==> config.mk <==
export PLATFORM = sky130hd
export DESIGN_NAME = mips_multicycle_control_flat
export DESIGN_NICKNAME = d
export VERILOG_FILES = /design/src/rtl/mips_ctrl_pkg.sv /design/src/rtl/mips_multicycle_control_if.sv /design/src/rtl/mips_multicycle_control_decode.sv /design/src/rtl/mips_multicycle_control.sv /design/src/flat_wrapper.sv
export SDC_FILE = /design/constraint.sdc
export NUM_CORES = 1
export LEC_CHECK = 0
export BUFFER_PORTS_ARGS = -buffer_cell sky130_fd_sc_hd__buf_4
export CAP_MARGIN = 20
export CORE_MARGIN = 10
export CORE_UTILIZATION = 40
export CTS_BUF_LIST = sky130_fd_sc_hd__clkbuf_2
export DETAILED_ROUTE_END_ITERATION = 10
export GPL_TIMING_DRIVEN = 0
export PLACE_DENSITY = 0.76
export SYNTH_ARGS = -nofsm -noshare
export SYNTH_HDL_FRONTEND = slang
export SYNTH_SLANG_ARGS = --single-unit
==> constraint.sdc <==
create_clock -name clk -period 4.02 [get_ports clk]
set_input_delay 0.402 -clock clk [delete_from_list [all_inputs] [get_ports clk]]
set_output_delay 0.402 -clock clk [all_outputs]
set_load 0.03 [all_outputs]
==> src/rtl/mips_ctrl_pkg.sv <==
// Shared definitions for the multicycle MIPS main control FSM and the ALU control decoder.
package mips_ctrl_pkg;

  typedef enum logic [3:0] {
    S_INIT   = 4'd0,
    S_FETCH  = 4'd1,
    S_DECODE = 4'd2,
    S_MEMADR = 4'd3,
    S_MEMRD  = 4'd4,
    S_MEMWB  = 4'd5,
    S_MEMWR  = 4'd6,
    S_EXEC   = 4'd7,
    S_ALUWB  = 4'd8,
    S_BRANCH = 4'd9,
    S_IMMEX  = 4'd10,
    S_IMMWB  = 4'd11,
    S_JUMP   = 4'd12
  } state_t;

  localparam logic [5:0] OP_RTYPE = 6'b000000;
  localparam logic [5:0] OP_LW    = 6'b100011;
  localparam logic [5:0] OP_SW    = 6'b101011;
  localparam logic [5:0] OP_BEQ   = 6'b000100;
  localparam logic [5:0] OP_J     = 6'b000010;
  localparam logic [5:0] OP_ADDI  = 6'b001000;
  localparam logic [5:0] OP_ANDI  = 6'b001100;
  localparam logic [5:0] OP_ORI   = 6'b001101;
  localparam logic [5:0] OP_XORI  = 6'b001110;
  localparam logic [5:0] OP_SLTI  = 6'b001010;

  localparam logic [2:0] ALU_ADD   = 3'b000;
  localparam logic [2:0] ALU_SUB   = 3'b001;
  localparam logic [2:0] ALU_RTYPE = 3'b010;
  localparam logic [2:0] ALU_AND   = 3'b011;
  localparam logic [2:0] ALU_OR    = 3'b100;
  localparam logic [2:0] ALU_XOR   = 3'b101;
  localparam logic [2:0] ALU_SLT   = 3'b110;

  localparam logic [1:0] SRCB_B      = 2'b00;
  localparam logic [1:0] SRCB_FOUR   = 2'b01;
  localparam logic [1:0] SRCB_IMM    = 2'b10;
  localparam logic [1:0] SRCB_IMM_SH = 2'b11;

  localparam logic [1:0] PCSRC_ALU    = 2'b00;
  localparam logic [1:0] PCSRC_ALUOUT = 2'b01;
  localparam logic [1:0] PCSRC_JUMP   = 2'b10;

  typedef struct packed {
    logic       is_rtype;
    logic       is_lw;
    logic       is_sw;
    logic       is_beq;
    logic       is_j;
    logic       is_imm;
    logic [2:0] imm_alu_op;
    logic       ext_zero;
    logic       illegal;
  } op_class_t;

endpackage

==> src/rtl/mips_multicycle_control_if.sv <==
// Control bus between the main control FSM (master) and the multicycle datapath (slave).
interface mips_multicycle_control_if;
  logic [5:0] opcode;
  logic       zero;
  logic       mem_ready;
  logic       pc_en;
  logic       iord;
  logic       mem_read;
  logic       mem_write;
  logic       ir_write;
  logic       reg_dst;
  logic       mem_to_reg;
  logic       reg_write;
  logic       alu_src_a;
  logic [1:0] alu_src_b;
  logic       ext_zero;
  logic [1:0] pc_source;
  logic [2:0] alu_op;
  logic       illegal_op;
  logic [3:0] state;

  modport master (
    input  opcode, zero, mem_ready,
    output pc_en, iord, mem_read, mem_write, ir_write, reg_dst, mem_to_reg,
           reg_write, alu_src_a, alu_src_b, ext_zero, pc_source, alu_op,
           illegal_op, state
  );

  modport slave (
    output opcode, zero, mem_ready,
    input  pc_en, iord, mem_read, mem_write, ir_write, reg_dst, mem_to_reg,
           reg_write, alu_src_a, alu_src_b, ext_zero, pc_source, alu_op,
           illegal_op, state
  );
endinterface

==> src/rtl/mips_multicycle_control_decode.sv <==
// Combinational opcode classifier: instruction class, I-type ALU operation and extension mode.
module opcode_class_decode
  import mips_ctrl_pkg::*;
(
  input  logic [5:0] i_opcode,
  output op_class_t  o_cls
);
  always_comb begin
    o_cls = '0;
    case (i_opcode)
      OP_RTYPE: o_cls.is_rtype = 1'b1;
      OP_LW:    o_cls.is_lw    = 1'b1;
      OP_SW:    o_cls.is_sw    = 1'b1;
      OP_BEQ:   o_cls.is_beq   = 1'b1;
      OP_J:     o_cls.is_j     = 1'b1;
      OP_ADDI:  begin o_cls.is_imm = 1'b1; o_cls.imm_alu_op = ALU_ADD; end
      OP_ANDI:  begin o_cls.is_imm = 1'b1; o_cls.imm_alu_op = ALU_AND; o_cls.ext_zero = 1'b1; end
      OP_ORI:   begin o_cls.is_imm = 1'b1; o_cls.imm_alu_op = ALU_OR;  o_cls.ext_zero = 1'b1; end
      OP_XORI:  begin o_cls.is_imm = 1'b1; o_cls.imm_alu_op = ALU_XOR; o_cls.ext_zero = 1'b1; end
      OP_SLTI:  begin o_cls.is_imm = 1'b1; o_cls.imm_alu_op = ALU_SLT; end
      default:  o_cls.illegal = 1'b1;
    endcase
  end
endmodule

==> src/rtl/mips_multicycle_control.sv <==
// Main control FSM for the multicycle MIPS datapath: state register, next-state logic and
// Moore output decode (plus the mem_ready-qualified fetch strobes and branch PC enable).
module mips_multicycle_control
  import mips_ctrl_pkg::*;
(
  input  logic                              clk,
  input  logic                              rst_n,
  mips_multicycle_control_if.master         bus
);
  state_t    r_state;
  state_t    w_next;
  op_class_t w_cls;
  logic      w_pc_write;
  logic      w_pc_write_cond;

  opcode_class_decode u_dec (
    .i_opcode (bus.opcode),
    .o_cls    (w_cls)
  );

  always_ff @(posedge clk or negedge rst_n) begin
    if (!rst_n) r_state <= S_INIT;
    else        r_state <= w_next;
  end

  always_comb begin
    w_next = S_INIT;
    case (r_state)
      S_INIT:   w_next = S_FETCH;
      S_FETCH:  w_next = bus.mem_ready ? S_DECODE : S_FETCH;
      S_DECODE: begin
        if (w_cls.is_rtype)                 w_next = S_EXEC;
        else if (w_cls.is_lw | w_cls.is_sw) w_next = S_MEMADR;
        else if (w_cls.is_beq)              w_next = S_BRANCH;
        else if (w_cls.is_j)                w_next = S_JUMP;
        else if (w_cls.is_imm)              w_next = S_IMMEX;
        else                                w_next = S_FETCH;
      end
      S_MEMADR: w_next = w_cls.is_lw ? S_MEMRD : S_MEMWR;
      S_MEMRD:  w_next = bus.mem_ready ? S_MEMWB : S_MEMRD;
      S_MEMWB:  w_next = S_FETCH;
      S_MEMWR:  w_next = bus.mem_ready ? S_FETCH : S_MEMWR;
      S_EXEC:   w_next = S_ALUWB;
      S_ALUWB:  w_next = S_FETCH;
      S_BRANCH: w_next = S_FETCH;
      S_IMMEX:  w_next = S_IMMWB;
      S_IMMWB:  w_next = S_FETCH;
      S_JUMP:   w_next = S_FETCH;
      default:  w_next = S_INIT;
    endcase
  end

  always_comb begin
    w_pc_write      = 1'b0;
    w_pc_write_cond = 1'b0;
    bus.iord        = 1'b0;
    bus.mem_read    = 1'b0;
    bus.mem_write   = 1'b0;
    bus.ir_write    = 1'b0;
    bus.reg_dst     = 1'b0;
    bus.mem_to_reg  = 1'b0;
    bus.reg_write   = 1'b0;
    bus.alu_src_a   = 1'b0;
    bus.alu_src_b   = SRCB_B;
    bus.ext_zero    = 1'b0;
    bus.pc_source   = PCSRC_ALU;
    bus.alu_op      = ALU_ADD;
    bus.illegal_op  = 1'b0;
    case (r_state)
      // Instruction and PC are only captured on the cycle memory actually delivers.
      S_FETCH: begin
        bus.mem_read  = 1'b1;
        bus.alu_src_b = SRCB_FOUR;
        bus.ir_write  = bus.mem_ready;
        w_pc_write    = bus.mem_ready;
      end
      S_DECODE: begin
        bus.alu_src_b  = SRCB_IMM_SH;
        bus.illegal_op = w_cls.illegal;
      end
      S_MEMADR: begin
        bus.alu_src_a = 1'b1;
        bus.alu_src_b = SRCB_IMM;
      end
      S_MEMRD:  begin bus.mem_read  = 1'b1; bus.iord = 1'b1; end
      S_MEMWB:  begin bus.mem_to_reg = 1'b1; bus.reg_write = 1'b1; end
      S_MEMWR:  begin bus.mem_write = 1'b1; bus.iord = 1'b1; end
      S_EXEC:   begin bus.alu_src_a = 1'b1; bus.alu_op = ALU_RTYPE; end
      S_ALUWB:  begin bus.reg_dst   = 1'b1; bus.reg_write = 1'b1; end
      S_BRANCH: begin
        bus.alu_src_a   = 1'b1;
        bus.alu_op      = ALU_SUB;
        bus.pc_source   = PCSRC_ALUOUT;
        w_pc_write_cond = 1'b1;
      end
      S_IMMEX: begin
        bus.alu_src_a = 1'b1;
        bus.alu_src_b = SRCB_IMM;
        bus.alu_op    = w_cls.imm_alu_op;
        bus.ext_zero  = w_cls.ext_zero;
      end
      S_IMMWB:  bus.reg_write = 1'b1;
      S_JUMP:   begin bus.pc_source = PCSRC_JUMP; w_pc_write = 1'b1; end
      default:  ;
    endcase
    bus.pc_en = w_pc_write | (w_pc_write_cond & bus.zero);
  end

  assign bus.state = r_state;
endmodule

==> src/flat_wrapper.sv <==
// flat-port wrapper written by rule: the top's interface ports become plain ports
module mips_multicycle_control_flat import mips_ctrl_pkg::*;
  (clk, rst_n, bus_opcode, bus_zero, bus_mem_ready, bus_pc_en, bus_iord, bus_mem_read, bus_mem_write, bus_ir_write, bus_reg_dst, bus_mem_to_reg, bus_reg_write, bus_alu_src_a, bus_alu_src_b, bus_ext_zero, bus_pc_source, bus_alu_op, bus_illegal_op, bus_state);
  mips_multicycle_control_if bus_i ();
  input  logic clk;
  input  logic rst_n;
  input wire logic [$bits(bus_i.opcode)-1:0] bus_opcode;
  input wire logic [$bits(bus_i.zero)-1:0] bus_zero;
  input wire logic [$bits(bus_i.mem_ready)-1:0] bus_mem_ready;
  output wire logic [$bits(bus_i.pc_en)-1:0] bus_pc_en;
  output wire logic [$bits(bus_i.iord)-1:0] bus_iord;
  output wire logic [$bits(bus_i.mem_read)-1:0] bus_mem_read;
  output wire logic [$bits(bus_i.mem_write)-1:0] bus_mem_write;
  output wire logic [$bits(bus_i.ir_write)-1:0] bus_ir_write;
  output wire logic [$bits(bus_i.reg_dst)-1:0] bus_reg_dst;
  output wire logic [$bits(bus_i.mem_to_reg)-1:0] bus_mem_to_reg;
  output wire logic [$bits(bus_i.reg_write)-1:0] bus_reg_write;
  output wire logic [$bits(bus_i.alu_src_a)-1:0] bus_alu_src_a;
  output wire logic [$bits(bus_i.alu_src_b)-1:0] bus_alu_src_b;
  output wire logic [$bits(bus_i.ext_zero)-1:0] bus_ext_zero;
  output wire logic [$bits(bus_i.pc_source)-1:0] bus_pc_source;
  output wire logic [$bits(bus_i.alu_op)-1:0] bus_alu_op;
  output wire logic [$bits(bus_i.illegal_op)-1:0] bus_illegal_op;
  output wire logic [$bits(bus_i.state)-1:0] bus_state;
  assign bus_i.opcode = bus_opcode;
  assign bus_i.zero = bus_zero;
  assign bus_i.mem_ready = bus_mem_ready;
  assign bus_pc_en = bus_i.pc_en;
  assign bus_iord = bus_i.iord;
  assign bus_mem_read = bus_i.mem_read;
  assign bus_mem_write = bus_i.mem_write;
  assign bus_ir_write = bus_i.ir_write;
  assign bus_reg_dst = bus_i.reg_dst;
  assign bus_mem_to_reg = bus_i.mem_to_reg;
  assign bus_reg_write = bus_i.reg_write;
  assign bus_alu_src_a = bus_i.alu_src_a;
  assign bus_alu_src_b = bus_i.alu_src_b;
  assign bus_ext_zero = bus_i.ext_zero;
  assign bus_pc_source = bus_i.pc_source;
  assign bus_alu_op = bus_i.alu_op;
  assign bus_illegal_op = bus_i.illegal_op;
  assign bus_state = bus_i.state;
  mips_multicycle_control u_core (.clk(clk), .rst_n(rst_n), .bus(bus_i));
endmodule
==> parameters.txt, run 1 <==
Parameter                              Value

Global routing
  Pin count of the biggest net entering global routing ... 11
  Via count of the first global-routing pass ... between 800 and 900
  Remaining Overflow, GRT ... 0
  Global-route wire length before repair ... 3.59 mm
  Total global routing track utilization ... 12.1%
  Number of antenna violations at the first check in global routing ... 0

Job
  Max_cap viols ... 0

Routing
  Via-to-Cell Ratio ... 5.38
  DRC errors left ... 0
  Number of DRC markers after the initial detailed-route iteration ... 25
  Final wirelength ... ~2.0 mm
  Average wire per cell in the routed design ... between 10 and 15 um
  Detailed-route via count ... 791
  Antenna-violating nets left ... 0
  Drt first pass iters ... 4

Timing
  Final setup violating endpoints ... 0
  Final Critical Period ... 2.24 ns
  Slew Viols, Final ... 0
  Peak Freq ... 446 MHz
  Hold Fails Final Rpt ... 0
  Clock skew ... approximately 0.0093 ns
  Worst Slack Setup Final ... approximately 1.8 ns
  Setup repair after global routing missed its margin ... no
  Slew of the pin with the lowest slew margin ... 0.386 ns
  Max-slew headroom at the worst pin ... 74.3%
  Final critical-path share of the clock period ... 55.8%
  Total Negative Setup Slacks ... 0 ns

Place
  Setup Slack @ Placement ... 1.93 ns
  Final RePlAce weighted congestion ... 0.825
  Number of port buffers ... 31
  Post-Place Cells ... 143
  HPWL after detailed placement ... 1.64 mm
  Placed cell areas ... 885 um2

Setup path
  Setup Crit Path Kind ... flop to output pin
  Maximum fanout count along the critical path ... 9
  Type of element capturing the critical path ... output pin
  Standard cell with the maximum stage delay on the critical path ... sky130_fd_sc_hd__dfrtp_1
  Cells traversed along the worst timing path ... nand2b_1 -> buf_6 -> or3_4 -> nor4_2 -> o21a_1 -> buf_4
  Required @ worst endpoint ... 3.62 ns
  Setup crit start kind ... flop
  Worst endpoint data arrival time ... 1.84 ns
  Delay contributed by the slowest stage of the critical path ... around 0.40 ns

Clock tree
  Num CTS Buffers ... 3
  Clock tree buffer depth ... 2
  Total setup buffers inserted after CTS ... 0
  Hold-fix buffer count after cts ... 1
  Depth of the CTS H-tree ... 1
  Insertion delay to the later sink of the worst-skew pair ... about 0.22 ns
  Clk Tree Root Cell ... sky130_fd_sc_hd__clkbuf_2
  Clock tree from TritonCTS ... yes
  Count of cells resized by post-cts repair ... 0
  Clock Sink Count ... 4
  CTS clock-pin slew for the worst setup and hold paths ... 0.05 ns

Pwr
  Sw power ... 0.000332 W
  Power Internal ... 0.000244 W
  Final total power ... 0.000576 W
  Reported leakage power ... 0.426 nW
  Logic gate share of total power ... roughly four fifths
  Part of the total power dissipated in sequential elements ... 12.8%
  Maximum resistive drop on vdd ... ~0.00026 V
  Switching power share of the total ... 57.6%
  Relative contribution of the clock network to total power ... 6.5%
  Pwr/cell area ... between 600 and 700 nW/um2

Cells and area
  Diodes inserted ... 0
  Total of fill cells in the finished design ... between 100 and 150
  Multi-input gate area ... 484 um2
  Flip-flop count of the largest register after layout ... 4
  Finished Layout Cells ... 147
  Share of layout cells above drive strength 1 ... around 34%
  Final cell area excluding filler cells ... around 910 um2
  Area overhead of the layout relative to synthesis ... 44.0%
  Final Net Count ... 143
  FF/Latch Area ... approximately 100 um2

Logic synthesis
  Sequential share of the synthesized area ... 15.8%
  Post-Syn Nets ... ~110
  Netlist Area Pre-Place ... 632 um2
  Number of flops mapped to enable cells by yosys ... 0
  Mapped Cells ... 96
  Count leader, synth ... sky130_fd_sc_hd__nor2_1
  Number of distinct library cell variants in the gate-level netlist after synthesis ... 36
  Total of warnings raised by yosys ... 0
  Post-synth top cells ... sky130_fd_sc_hd__nor2_1 (17), sky130_fd_sc_hd__a21oi_1 (9), sky130_fd_sc_hd__nand2_1 (7)
  Main flop type after synthesis ... sky130_fd_sc_hd__dfrtp_1
  Avg Inst Size Synth ... 6.58 um2
  Ranking of synthesized cells by area ... sky130_fd_sc_hd__dfrtp_1 (16%), sky130_fd_sc_hd__nor2_1 (10%), sky130_fd_sc_hd__a21oi_1 (7.1%)
  Synth area leader ... sky130_fd_sc_hd__dfrtp_1
  Asr flop ratio synth ... 100%
  Synthesis-stage register bit count ... 4
  Area share of the largest cell type after synthesis ... 15.8%

Die
  Core area ... 1510 um2
  Starting density of the core ... 41.9%
  Die Span X ... roughly 60 um
  Die outline area ... 3570 um2
  Die Ht ... 59.7 um
  Number of I/O pins ... 32
  Number of core rows ... 14

Status
  Status ... finished, final reports clean

Hold path
  Type of the tightest min-delay check ... input pin to flop
==> kinds of logic after synthesis <==
kind of cell	after synthesis	share of synthesized area [%]
simple gates	54	46.3
compound gates	26	25.7
buf+inv	9	7.52
flops	4	15.8
mux	2	3.17
xor+xnor	1	1.39
==> per-stage QoR <==
stage | util (%) | hold WS [ns]
2_1_floorplan | - | 0.106
3_5_place_dp | 58.7 | 0.200
5_1_grt | 60.4 | 0.526
4_1_cts | 60.4 | 0.503
6_report | 60.4 | 0.503
3_3_place_gp | 58.7 | 0.197
==> cell type report <==
cell class              count  area share, %
plain buffers               7           4.40
well taps                  16           2.20
inverters                   2          0.825
repair buffers             32           26.7
clock buffers               3           1.65
multi-input cells          83           53.2
flip-flops and latches      4           11.0
==> power by group through the flow <==
stage	registers, W	logic, W	clock network, W
6_report	0.0000739	0.000464	0.0000377
5_1_grt	0.0000775	0.000506	0.0000402
4_1_cts	0.0000742	0.000467	0.0000374
3_5_place_dp	0.0000747	0.000465	0
3_3_place_gp	0.0000739	0.000466	0
2_1_floorplan	0.0000985	0.000286	0
==> cell usage in the layout, fill, tap and decap left out <==
cell type / instances
sky130_fd_sc_hd__a211oi_1: 2
sky130_fd_sc_hd__a21boi_0: 2
sky130_fd_sc_hd__a21oi_1: 9
sky130_fd_sc_hd__a221oi_1: 1
sky130_fd_sc_hd__a2bb2oi_1: 1
sky130_fd_sc_hd__a41oi_1: 1
sky130_fd_sc_hd__and2_0: 1
sky130_fd_sc_hd__and4b_1: 1
sky130_fd_sc_hd__buf_2: 5
sky130_fd_sc_hd__buf_4: 31
sky130_fd_sc_hd__buf_6: 1
sky130_fd_sc_hd__clkbuf_1: 1
sky130_fd_sc_hd__clkbuf_2: 3
sky130_fd_sc_hd__dfrtp_1: 4
sky130_fd_sc_hd__dlygate4sd3_1: 1
sky130_fd_sc_hd__inv_1: 2
sky130_fd_sc_hd__mux2i_1: 2
sky130_fd_sc_hd__nand2_1: 7
sky130_fd_sc_hd__nand2b_1: 5
sky130_fd_sc_hd__nand2b_2: 1
sky130_fd_sc_hd__nand3_1: 1
sky130_fd_sc_hd__nand3b_1: 2
sky130_fd_sc_hd__nor2_1: 17
sky130_fd_sc_hd__nor2b_1: 3
sky130_fd_sc_hd__nor3_1: 6
sky130_fd_sc_hd__nor4_1: 2
sky130_fd_sc_hd__nor4_2: 1
sky130_fd_sc_hd__o21a_1: 1
sky130_fd_sc_hd__o21ai_0: 5
sky130_fd_sc_hd__o21bai_1: 2
sky130_fd_sc_hd__o22ai_1: 1
sky130_fd_sc_hd__o31ai_1: 1
sky130_fd_sc_hd__or2_1: 2
sky130_fd_sc_hd__or2_2: 1
sky130_fd_sc_hd__or3_1: 1
sky130_fd_sc_hd__or3_4: 1
sky130_fd_sc_hd__or3b_2: 1
sky130_fd_sc_hd__or4_1: 1
sky130_fd_sc_hd__xnor2_1: 1
==> per-layer routing <==
layer  global-route usage, %  vias to the layer above  wire length (um)
li1                        -                      413                 -
met3                    2.75                        0               123
met1                    13.5                      353               893
met2                    21.0                       25              1020
met5                       0                        -                 0
met4                    5.77                        0                 0
==> final timing paths <==
| path | from | endpoint | slack, ns | cells after the start |
|---|---|---|---|---|
| hold reg to reg | u_core.bus.state[3] | u_core.bus.state[2] | 0.76 | 2 |
| setup / recovery | u_core.bus.state[2] | bus_alu_op[1] | 1.78 | 6 |
| min in group asynchronous | rst_n | u_core.bus.state[1] | 0.51 | 2 |
| hold / removal | bus_opcode[4] | u_core.bus.state[1] | 0.50 | 4 |
| max in group asynchronous | rst_n | u_core.bus.state[3] | 3.40 | 2 |
| setup reg to reg | u_core.bus.state[2] | u_core.bus.state[0] | 2.66 | 5 |
==> critical path: cells and delay by family (launching register included) <==
| kind | cells | cell delay, ns |
|---|---|---|
| and+or+nand+nor | 3 | 0.79 |
| DFF | 1 | 0.40 |
| buffers and inverters | 2 | 0.29 |
| AOI/OAI and AO/OA | 1 | 0.14 |
(Power assumes the default switching activity.)
==> run 2, diff against run 1 <==
--- a/config.mk
+++ b/config.mk
@@ -12,7 +12,7 @@
 export CTS_BUF_LIST = sky130_fd_sc_hd__clkbuf_2
 export DETAILED_ROUTE_END_ITERATION = 10
 export GPL_TIMING_DRIVEN = 0
-export PLACE_DENSITY = 0.76
+export PLACE_DENSITY = 0.78
 export SYNTH_ARGS = -nofsm -noshare
 export SYNTH_HDL_FRONTEND = slang
 export SYNTH_SLANG_ARGS = --single-unit
==> constraint.sdc (replaced) <==
create_clock -name clk -period 1.9 [get_ports clk]
set_input_delay 0.19 -clock clk [delete_from_list [all_inputs] [get_ports clk]]
set_output_delay 0.19 -clock clk [all_outputs]
set_load 0.03 [all_outputs]
==> run 2 against run 1 <==
Compared with the run above:
- first-iteration DRC count unchanged
- via count up 6.4%
- core utilization up 3.7 points
- clock power up 100%
- critical path depth unchanged
- total power up 120%
- critical path type unchanged
- critical endpoint unchanged
==> parameters.txt, run 2 (synthesis results as in run 1) <==
Parameter                              Value

Timing
  Max-slew headroom at the worst pin ... 71.7% (was 74.3%)
  Clock skew ... 0.00713 ns (was 0.00933 ns)
  Slew Viols, Final ... 0 (unchanged)
  Final critical-path share of the clock period ... a little over nine tenths
  Final Critical Period ... 1.84 ns
  Hold Fails Final Rpt ... 0 (unchanged)
  Total Negative Setup Slacks ... 0 ns (unchanged)
  Final hold slack ... 0.306 ns (was 0.503 ns)
  Slew of the pin with the lowest slew margin ... 0.425 ns (was 0.386 ns)
  Final setup violating endpoints ... 0 (unchanged)
  Setup repair after global routing missed its margin ... yes (was no)
  Peak Freq ... 544 MHz

Cells and area
  Most common library cell in the layout ignoring fill and taps ... sky130_fd_sc_hd__buf_4 (unchanged)
  Fin util ... 64.1% (was 60.4%)
  Share of layout cells above drive strength 1 ... 40.6% (was 34.4%)
  Area overhead of the layout relative to synthesis ... 52.9% (was 44.0%)
  Final Net Count ... 145 (was 143)
  Diodes inserted ... 0 (unchanged)
  Finished Layout Cells ... 149 (was 147)
  Flip-flop count of the largest register after layout ... 4 (unchanged)
  Total of fill cells in the finished design ... 145 (unchanged)
  Commonest non-fill, non-tap cells in the layout ... sky130_fd_sc_hd__buf_4 (31), sky130_fd_sc_hd__nor2_1 (17), sky130_fd_sc_hd__a21oi_1 (8) (was sky130_fd_sc_hd__buf_4 (31), sky130_fd_sc_hd__nor2_1 (17), sky130_fd_sc_hd__a21oi_1 (9))

Die
  Die Span X ... 59.7 um (unchanged)
  Number of I/O pins ... 32 (unchanged)
  Die outline area ... 3570 um2 (unchanged)
  Core area ... 1510 um2 (unchanged)
  Die Ht ... 59.7 um (unchanged)
  Starting density of the core ... 41.9% (unchanged)
  Number of core rows ... 14 (unchanged)

Global routing
  Global-route wire length before repair ... 3.62 mm (was 3.59 mm)
  Number of antenna violations at the first check in global routing ... 0 (unchanged)
  Total global routing track utilization ... 12.5% (was 12.1%)
  Pin count of the biggest net entering global routing ... 11 (unchanged)
  Remaining Overflow, GRT ... 0 (unchanged)
  Via count of the first global-routing pass ... 745 (was 816)

Routing
  Met3 WL post-DR ... 214 um (was 123 um)
  Via-to-Cell Ratio ... 5.65 (was 5.38)
  Average wire per cell in the routed design ... 14.6 um (was 13.9 um)
  Antenna-violating nets left ... 0 (unchanged)
  Highest routed metal layer ... met4 (was met3)
  Drt first pass iters ... 4 (unchanged)
  Wire length on met1 ... 880 um (was 893 um)
  Met2 wire length ... 1.05 mm (was 1.02 mm)
  Detailed-route via count ... 842 (was 791)
  Number of DRC markers after the initial detailed-route iteration ... 25 (unchanged)
  Final wirelength ... 2.18 mm (was 2.04 mm)
  DRC errors left ... 0 (unchanged)

Clock tree
  Num CTS Buffers ... 3 (unchanged)
  Clock Sink Count ... 4 (unchanged)
  CTS clock-pin slew for the worst setup and hold paths ... 0.05 ns (about the same)
  Clock tree buffer depth ... 2 (unchanged)
  Insertion delay to the later sink of the worst-skew pair ... 0.21 ns (was 0.22 ns)
  Clk Tree Root Cell ... sky130_fd_sc_hd__clkbuf_2 (unchanged)
  Clock tree from TritonCTS ... yes (unchanged)
  Depth of the CTS H-tree ... 1 (unchanged)

Place
  Final RePlAce weighted congestion ... 0.883 (was 0.825)
  Number of port buffers ... 31 (unchanged)
  HPWL after detailed placement ... 1.71 mm (was 1.64 mm)
  Post-Place Cells ... 143 (unchanged)

Setup path
  Origin of the worst setup path ... u_core.bus.state[2] (unchanged)
  Setup Crit Path Kind ... flop to output pin (unchanged)
  Required @ worst endpoint ... 1.71 ns (was 3.62 ns)
  Maximum fanout count along the critical path ... 9 (unchanged)
  Type of element capturing the critical path ... output pin (unchanged)
  Startpoint of the lowest-slack register-to-register path ... u_core.bus.state[2] (unchanged)
  Setup crit start kind ... flop (unchanged)
  Worst endpoint data arrival time ... 1.65 ns (was 1.84 ns)

Hold path
  Worst hold path startpoint ... bus_opcode[4] (unchanged)
  Type of the tightest min-delay check ... input pin to flop (unchanged)

Pwr
  Maximum resistive drop on vdd ... 0.000851 V (was 0.000257 V)
  Sw power ... 0.000724 W (was 0.000332 W)
  Relative contribution of the clock network to total power ... 5.9% (was 6.5%)
  Logic gate share of total power ... 81.6% (was 80.6%)
  Part of the total power dissipated in sequential elements ... 12.5% (was 12.8%)
  Switching power share of the total ... 56.7% (was 57.6%)
  Reported leakage power ... 0.444 nW (was 0.426 nW)
  Pwr/cell area ... 1320 nW/um2 (was 633 nW/um2)
  Power Internal ... 0.000553 W (was 0.000244 W)
  Final total power ... 0.00128 W (was 0.000576 W)

Status
  Status ... finished, final reports clean (unchanged)

Job
  Max_cap viols ... 0 (unchanged)
-- run 2: cell count changes in the layout (fill, tap and decap cells not counted), sizes merged --
cell,before,now
buf,37,39
-- run 2: what timing repair did --
item | CTS | global route
hold buffers | 1 | 0
endpoints found under the hold margin | 4 | 0
buffers inserted | 1 | 1
pin swaps | 2 | 1
gates resized for setup | 5 | 2
setup endpoints to repair | 2 | 3
-- run 2: area by class of cell --
cell class | instances | area, um2 | area share (%)
repair buffers | 34 | 265 | 27.5
multi-input cells | 83 | 515 | 53.4
well taps | 16 | 20.0 | 2.07
inverters | 2 | 7.51 | 0.777
clock buffers | 3 | 15.0 | 1.55
plain buffers | 7 | 40.0 | 4.15
flip-flops and latches | 4 | 103 | 10.6
-- run 2: path summary, 6_finish.rpt --
check | to | slack [ns] | depth (start not counted)
max in group asynchronous | u_core.bus.state[3] | 1.45 | 2
min in group asynchronous | u_core.bus.state[1] | 0.33 | 2
min | u_core.bus.state[1] | 0.31 | 4
max reg2reg | u_core.bus.state[0] | 0.46 | 6
max | bus_alu_op[1] | 0.06 | 6
min reg2reg | u_core.bus.state[0] | 0.73 | 3
-- run 2: power groups by stage --
stage	combinational (W)	sequential (W)	clock, W
final	0.00104	0.000159	0.0000754
after floorplan	0.000611	0.000208	0
after global routing	0.00114	0.000166	0.0000912
after global placement	0.000985	0.000155	0
after detailed placement	0.00100	0.000154	0
after CTS	0.00103	0.000156	0.0000823
-- run 2: routing by layer --
layer  up-vias  GRT usage, %
li1        418             -
met2        40          20.4
met1       380          14.3
met5         -             0
met4         0          4.49
met3         4          4.87
-- run 2: critical path, stage by stage (launching register included) --
cell and delay [ns]:
sky130_fd_sc_hd__dfrtp_1 0.38, sky130_fd_sc_hd__nand2b_4 0.14, sky130_fd_sc_hd__buf_6 0.13, sky130_fd_sc_hd__or3_4 0.37, sky130_fd_sc_hd__nor4_2 0.14, sky130_fd_sc_hd__o21a_1 0.15
sky130_fd_sc_hd__buf_6 0.13
-- run 2: stage by stage --
stage	instance area [um2]	setup slack, ns
2_1_floorplan	646	-0.000755
3_3_place_gp	898	0.133
3_5_place_dp	898	0.139
4_1_cts	950	0.00587
5_1_grt	966	-0.0223
6_report	966	0.0625
